**config.mk**
```make
export PLATFORM = sky130hd
export DESIGN_NAME = alu_sequencer
export DESIGN_NICKNAME = d
export VERILOG_FILES = /design/src/rtl/alu_sequencer.sv
export SDC_FILE = /design/constraint.sdc
export NUM_CORES = 1
export LEC_CHECK = 0
export BUFFER_PORTS_ARGS = -buffer_cell sky130_fd_sc_hd__buf_4
export CORE_AREA = 2 2 60 62
export CTS_CLUSTER_DIAMETER = 100
export DETAILED_ROUTE_END_ITERATION = 10
export DIE_AREA = 0 0 62 64
export GPL_TIMING_DRIVEN = 0
export PLACE_DENSITY_LB_ADDON = 0.1
export SYNTH_ARGS = -nofsm -noshare
export SYNTH_HDL_FRONTEND = slang
export SYNTH_SLANG_ARGS = --single-unit
```
**constraint.sdc**
```tcl
create_clock -name clk -period 2.45 [get_ports clk]
set_clock_uncertainty 0.2 [all_clocks]
set_input_delay 0.49 -clock clk [delete_from_list [all_inputs] [get_ports clk]]
set_output_delay 0.49 -clock clk [all_outputs]
set_load 0.005 [all_outputs]
```
**src/rtl/alu_sequencer.sv**
```systemverilog
// alu_sequencer: sequences one register-to-register ALU instruction over the
// shared bus through LDA, EXE and WB, driving ALU strobes and register-file
// enables. Inputs: clk, rst_n (sync, active-low), start, ir[15:0], data[W-1:0].
// Outputs (all registered): busy, done, err, reg_sel[3:0], reg_oe, reg_we,
// a_we, ialu, ealu, one-hot op lines _shl.._not, zflag.
module alu_sequencer #(
    parameter int W = 16
) (
    input  logic         clk,
    input  logic         rst_n,
    input  logic         start,
    input  logic [15:0]  ir,
    input  logic [W-1:0] data,
    output logic         busy,
    output logic         done,
    output logic         err,
    output logic [3:0]   reg_sel,
    output logic         reg_oe,
    output logic         reg_we,
    output logic         a_we,
    output logic         ialu,
    output logic         ealu,
    output logic         _shl,
    output logic         _add,
    output logic         _sub,
    output logic         _xor,
    output logic         _or,
    output logic         _and,
    output logic         _shr,
    output logic         _not,
    output logic         zflag
);

    typedef enum logic [2:0] {
        S_IDLE,
        S_LDA,
        S_EXE,
        S_WB,
        S_DONE,
        S_ERR
    } state_t;

    state_t      state_q, state_d;
    logic [11:0] ir_q, ir_d;
    logic        zflag_q, zflag_d;
    logic        busy_q, busy_d;
    logic        done_q, done_d;
    logic        err_q, err_d;
    logic [3:0]  sel_q, sel_d;
    logic        oe_q, oe_d;
    logic        we_q, we_d;
    logic        awe_q, awe_d;
    logic        ialu_q, ialu_d;
    logic        ealu_q, ealu_d;
    logic [7:0]  op_q, op_d;

    // Low nibble of the instruction carries no meaning for this block.
    logic unused_ir;
    assign unused_ir = ^ir[3:0];

    always_comb begin
        state_d = state_q;
        ir_d    = ir_q;
        zflag_d = zflag_q;
        unique case (state_q)
            S_IDLE: begin
                if (start) begin
                    ir_d    = ir[15:4];
                    state_d = ir[15] ? S_ERR : S_LDA;
                end
            end
            S_LDA:  state_d = S_EXE;
            S_EXE:  state_d = S_WB;
            S_WB: begin
                zflag_d = (data == '0);
                state_d = S_DONE;
            end
            S_DONE: state_d = S_IDLE;
            S_ERR:  state_d = S_IDLE;
            default: state_d = S_IDLE;
        endcase
    end

    // Outputs are registered, so they are decoded from the state being
    // entered and the instruction that will be held during it.
    always_comb begin
        busy_d = (state_d != S_IDLE);
        done_d = 1'b0;
        err_d  = 1'b0;
        sel_d  = 4'd0;
        oe_d   = 1'b0;
        we_d   = 1'b0;
        awe_d  = 1'b0;
        ialu_d = 1'b0;
        ealu_d = 1'b0;
        op_d   = 8'd0;
        unique case (state_d)
            S_LDA: begin
                sel_d = ir_d[7:4];
                oe_d  = 1'b1;
                awe_d = 1'b1;
            end
            S_EXE: begin
                sel_d  = ir_d[3:0];
                // not is unary; leave the bus floating
                oe_d   = (ir_d[10:8] != 3'd7);
                ialu_d = 1'b1;
                op_d   = 8'b0000_0001 << ir_d[10:8];
            end
            S_WB: begin
                sel_d  = ir_d[7:4];
                we_d   = 1'b1;
                ealu_d = 1'b1;
            end
            S_DONE: done_d = 1'b1;
            S_ERR: begin
                done_d = 1'b1;
                err_d  = 1'b1;
            end
            default: ;
        endcase
    end

    always_ff @(posedge clk) begin
        if (!rst_n) begin
            state_q <= S_IDLE;
            ir_q    <= 12'd0;
            zflag_q <= 1'b0;
            busy_q  <= 1'b0;
            done_q  <= 1'b0;
            err_q   <= 1'b0;
            sel_q   <= 4'd0;
            oe_q    <= 1'b0;
            we_q    <= 1'b0;
            awe_q   <= 1'b0;
            ialu_q  <= 1'b0;
            ealu_q  <= 1'b0;
            op_q    <= 8'd0;
        end else begin
            state_q <= state_d;
            ir_q    <= ir_d;
            zflag_q <= zflag_d;
            busy_q  <= busy_d;
            done_q  <= done_d;
            err_q   <= err_d;
            sel_q   <= sel_d;
            oe_q    <= oe_d;
            we_q    <= we_d;
            awe_q   <= awe_d;
            ialu_q  <= ialu_d;
            ealu_q  <= ealu_d;
            op_q    <= op_d;
        end
    end

    assign busy    = busy_q;
    assign done    = done_q;
    assign err     = err_q;
    assign reg_sel = sel_q;
    assign reg_oe  = oe_q;
    assign reg_we  = we_q;
    assign a_we    = awe_q;
    assign ialu    = ialu_q;
    assign ealu    = ealu_q;
    assign _shl    = op_q[0];
    assign _add    = op_q[1];
    assign _sub    = op_q[2];
    assign _xor    = op_q[3];
    assign _or     = op_q[4];
    assign _and    = op_q[5];
    assign _shr    = op_q[6];
    assign _not    = op_q[7];
    assign zflag   = zflag_q;

endmodule

```
; ---- Word-level counts from Yosys, hierarchy flattened
; Index checks and enable logic that the tools add are counted.
; Widths: inputs -> output; s select.
[word_totals]
out_inout_bits = 21
regBits = 34
[classes]
mux = 12
reduce_logical = 6
shifts = 1
n_eq_ne = 9
[ops]
columns = cell, count
row1 = $mux 11, 2
row2 = $logic_not 16->1, 1
row3 = $eq 3x2->1 const B, 4
row4 = $pmux 3 s4, 1
row5 = $pmux 4 s2, 1
row6 = $shl 1x3->8 const A, 1
row7 = $eq 3x1->1 const B, 2
row8 = $eq 3x3->1 const B, 2
row9 = $mux 3, 2
row10 = $mux 1, 5
row11 = $reduce_or 2->1, 2
row12 = $logic_not 3->1, 1
row13 = $ne 3x3->1 const B, 1
row14 = $reduce_bool 3->1, 1
row15 = $pmux 1 s2, 1
row16 = $reduce_and 2->1, 1

; ---- Longest topological paths before layout
[logic_depth]
word_depth = 6
depth_mapped = 7
ltp_nobuf = 4

; ---- Worst setup path before layout
; No wires, ideal clock.
[synth_path]
path_kind = input port to flip-flop
from = input start
to = register oe_q, in the netlist reg_oe
cell_stages = 5
arrival_ps = 1394
path_slack_ps = 739
n_path_buf = 1
setup_ps = 117
path_cell_list = nor4b_4 buf_6 mux2_2 o21ai_0 nand2b_1
[synth_via]
elab_chain_len = 4
[synth_rtl]
columns = element, line
row1 = "start, declared", 11  ; input logic start,
row2 = $mux 3 or $mux 11 (tied branches), 67  ; if (start) begin
row3 = $pmux 3 s4 or $mux 11 (tied branches), 65  ; unique case (state_q)
row4 = $eq 3x2->1 (tied with other cells), 97  ; unique case (state_d)
row5 = $pmux 1 s2 *, 97
row6 = "end signal, assigned", 133  ; oe_q <= 1'b0;
row7 = "end signal, assigned", 147  ; oe_q <= oe_d;
row8 = "end, declared", 50  ; logic oe_q, oe_d;
; Mark *: on every way between the ends. The rest lies on a longest branch, timed or not.
; A chain may end at the register's enable or synchronous reset.

; ---- Worst setup path after layout
[layout_path]
from = register state_q[1]
to = register oe_q, in the netlist reg_oe
[layout_via]
elab_chain_len = 4
[layout_rtl]
columns = element, line
row1 = "start, declared", 43  ; state_t state_q, state_d;
row2 = "start signal, assigned", 140  ; state_q <= state_d;
row3 = $eq 3x2->1 (tied with other cells), 65
row4 = $pmux 3 s4 or $mux 11 (tied branches), 65
row5 = $eq 3x2->1 (tied with other cells), 97
row6 = $pmux 1 s2 *, 97
; Marked as above.

==> metrics.yaml <==
holdCritPathClass: "in2reg"
core_mm2: 0.00328
die_area_mm2: 0.00397
start_util_pct: 38.9
max_cap_viol_count: 0
drtIter0Drc: 23
routabilityCongestion: 0.794
portBuffers: 51
utilization_pct: 53.9
ios: 56
antenna_found_initial: 0
yosys_warnings: 0
synth_top_area_share_pct: 53.3
use_met1_pct: 15.0
synth.most_common_cell: "dfxtp_1"
path_class: "reg2reg"
cts-root-buf: "clkbuf_4"
syn-num-nets: 159
synthTopCellsByCount: "dfxtp_1 (34), nor2_1 (17), nor2b_1 (12), mux2i_1 (11), nand2_1 (5)"
num_vias: 1028
synth_edf_count: 0
postCtsHoldBufs: 0
ctsResizeCount: 0
rsz0062_at_grt: "false"
power_density_mw_per_mm2: 616
cts_tree: "built"
grt_most_used_layer: "met2"
die_y_um: 64
routed_via_density: 4.53
dp_hpwl_um: 2010
area_growth_pct: 38.5
clkTransAtPathRegs_ns: 0.10
avgRoutedWirePerCell_um: 11.2
n_antenna_cell: 0
p_sw_mw: 0.267
htree_levels: 2
netlist_instances: 124
finalSetupViolCount: 0
status: "finished clean"
grt_overflow_total: 0
cp-end-kind: "flop"
fill_cells: 322
placed_cell_area_mm2: 0.00172
cts_sinks: 34
synth.avg_cell_area_um2: 10.3
fin_crit_ns: 1.81
drv_slew: 0
grt_usage_pct: 14.7
fin_crit_sh_pct: 73.8
comb_power_share_pct: 17.6
cpLargestDelayFamily: "multiplexers"
cp_cell_sequence: "buf_6, nor4b_4, buf_6, mux2_2, o21ai_0, nand2b_1"
power_mw: 1.09
dr.pass1.iters: 4
p_seq_share_pct: 55.0
start_kind: "flop"
synth_flop_cell: "dfxtp_1"
grt_pass1_vias: 1008
max_stage_delay_ns: 0.37
final_cell_area_mm2: 0.00177
cts_buffer_depth: 2
synth.distinct_cells: 27
die_width_um: 62
nets: 217
leakage_nw: 0.782
path_buf_inv: 2
max_clock_freq_mhz: 553
slew_headroom_pct: 63.4
slowest_stage: "mux2_2"
grt_max_degree: 11
arrival_ns: 1.84
tightest_slew_ns: 0.544
synth_top_area_cell: "dfxtp_1"
post_cts_buffers: 0
power.share.clock_pct: 27.4
cpMostUsedCell: "buf_6"
yosysSeqAreaShare_pct: 53.3
insertion_delay_ns: 0.33
netlist_area_mm2: 0.00128
synth_seq_cells: 34
synthArstFlopShare_pct: 0
rows: 21
pre_cts_slack_ns: 0.539
grt_pass1_wl_um: 4270
path_max_fanout: 10
cts_buffers: 5
totalWireLength_um: 2540
synthTopCellsByArea: "dfxtp_1 (53%), mux2i_1 (8.6%), nor2b_1 (5.9%)"
vdd_drop_max_mv: 0.351
grt.met3_usage_pct: 4.86
final_antenna_net_count: 0
drive_above_1_share_pct: 35.9
met2_usage_pct: 24.9
totalNegativeSetupSlack_ns: 0
hold_viol: 0
p_int_mw: 0.823
critPathRequiredTime_ns: 2.48
drc: 0
swShare_pct: 24.5
fin_ws_ns: 0.643
==> sequential cells by signal, indices dropped and copies added (netlist names) <==
| name | flops |
|---|---|
| zflag | 1 |
| ealu | 1 |
| done | 1 |
| a_we | 1 |
| reg_oe | 1 |
| state_q | 3 |
| ir_q | 11 |
| reg_sel | 4 |
| ialu | 1 |
| err | 1 |
| op_q | 8 |
| busy | 1 |
==> area by class of cell <==
class	instances	area [um2]	area share, %
Inverter	2	7.51	0.424
Timing Repair Buffer	51	383	21.6
Clock buffer	6	51.3	2.90
Multi-Input combinational cell	83	544	30.8
Buffer	5	45.0	2.55
Tap cell	46	57.6	3.25
Sequential cell	34	681	38.5
==> cell families after synthesis <==
logic type             after synthesis  share of synthesized area, %
muxes                               12                          9.50
DFF                                 34                          53.3
and+or+nand+nor                     55                          25.0
buffers and inverters                7                          4.11
AOI/OAI and AO/OA                   16                          8.13
==> path summary, 6_finish.rpt <==
| check | to | startpoint | slack, ns | cells after the start |
|---|---|---|---|---|
| worst max register to register | reg_oe$_SDFF_PN0_ | state_q[1]$_SDFF_PN0_ | 0.64 | 6 |
| worst max-delay path | reg_oe$_SDFF_PN0_ | state_q[1]$_SDFF_PN0_ | 0.64 | 6 |
| worst min-delay path | a_we$_SDFF_PN0_ | ir[15] | 0.15 | 2 |
| worst min register to register | reg_sel[3]$_SDFF_PN0_ | ir_q[3]$_SDFF_PN0_ | 0.31 | 2 |
==> power by group through the flow <==
stage	clock network (mW)	registers [mW]	logic [mW]
6_report	0.298	0.599	0.192
5_1_grt	0.332	0.602	0.213
4_1_cts	0.311	0.599	0.195
3_5_place_dp	0	0.612	0.195
3_3_place_gp	0	0.611	0.190
2_1_floorplan	0	0.610	0.115
==> layout by cell type, fill, tap and decap left out, drive strengths merged <==
cell type,netlist,final
nor3b,3,3
clkbuf,1,7
nand2b,5,5
nand2,5,5
o31ai,2,2
mux2,1,1
nand4,1,1
nor2b,12,12
a21oi,4,4
dfxtp,34,34
nor2,18,18
a31oi,3,3
nor4b,1,1
nand3b,1,1
mux2i,11,11
nor3,1,1
buf,4,55
a2bb2oi,4,4
and2,2,2
or3,1,1
nor4,4,4
o21ai,3,3
inv,2,2
and2b,1,1
==> worst reg2reg max path, cell delays in order, from the launching register on <==
cell and delay (ns):
dfxtp_1 0.32, buf_6 0.13, nor4b_4 0.26, buf_6 0.20
mux2_2 0.37, o21ai_0 0.16, nand2b_1 0.06
==> layer usage <==
metal / share of wire (%) / vias up
met3: 4.8 / 7
met5: 0 / -
met2: 53 / 27
met4: 2.6 / 0
li1: - / 537
met1: 40 / 457
==> stage by stage <==
stage          hold WS, ns  instances
6_report             0.153        227
5_1_grt              0.148        227
4_1_cts              0.142        227
3_5_place_dp         0.287        221
3_3_place_gp         0.287        221
2_1_floorplan        0.255        124
(Power assumes the default switching activity.)
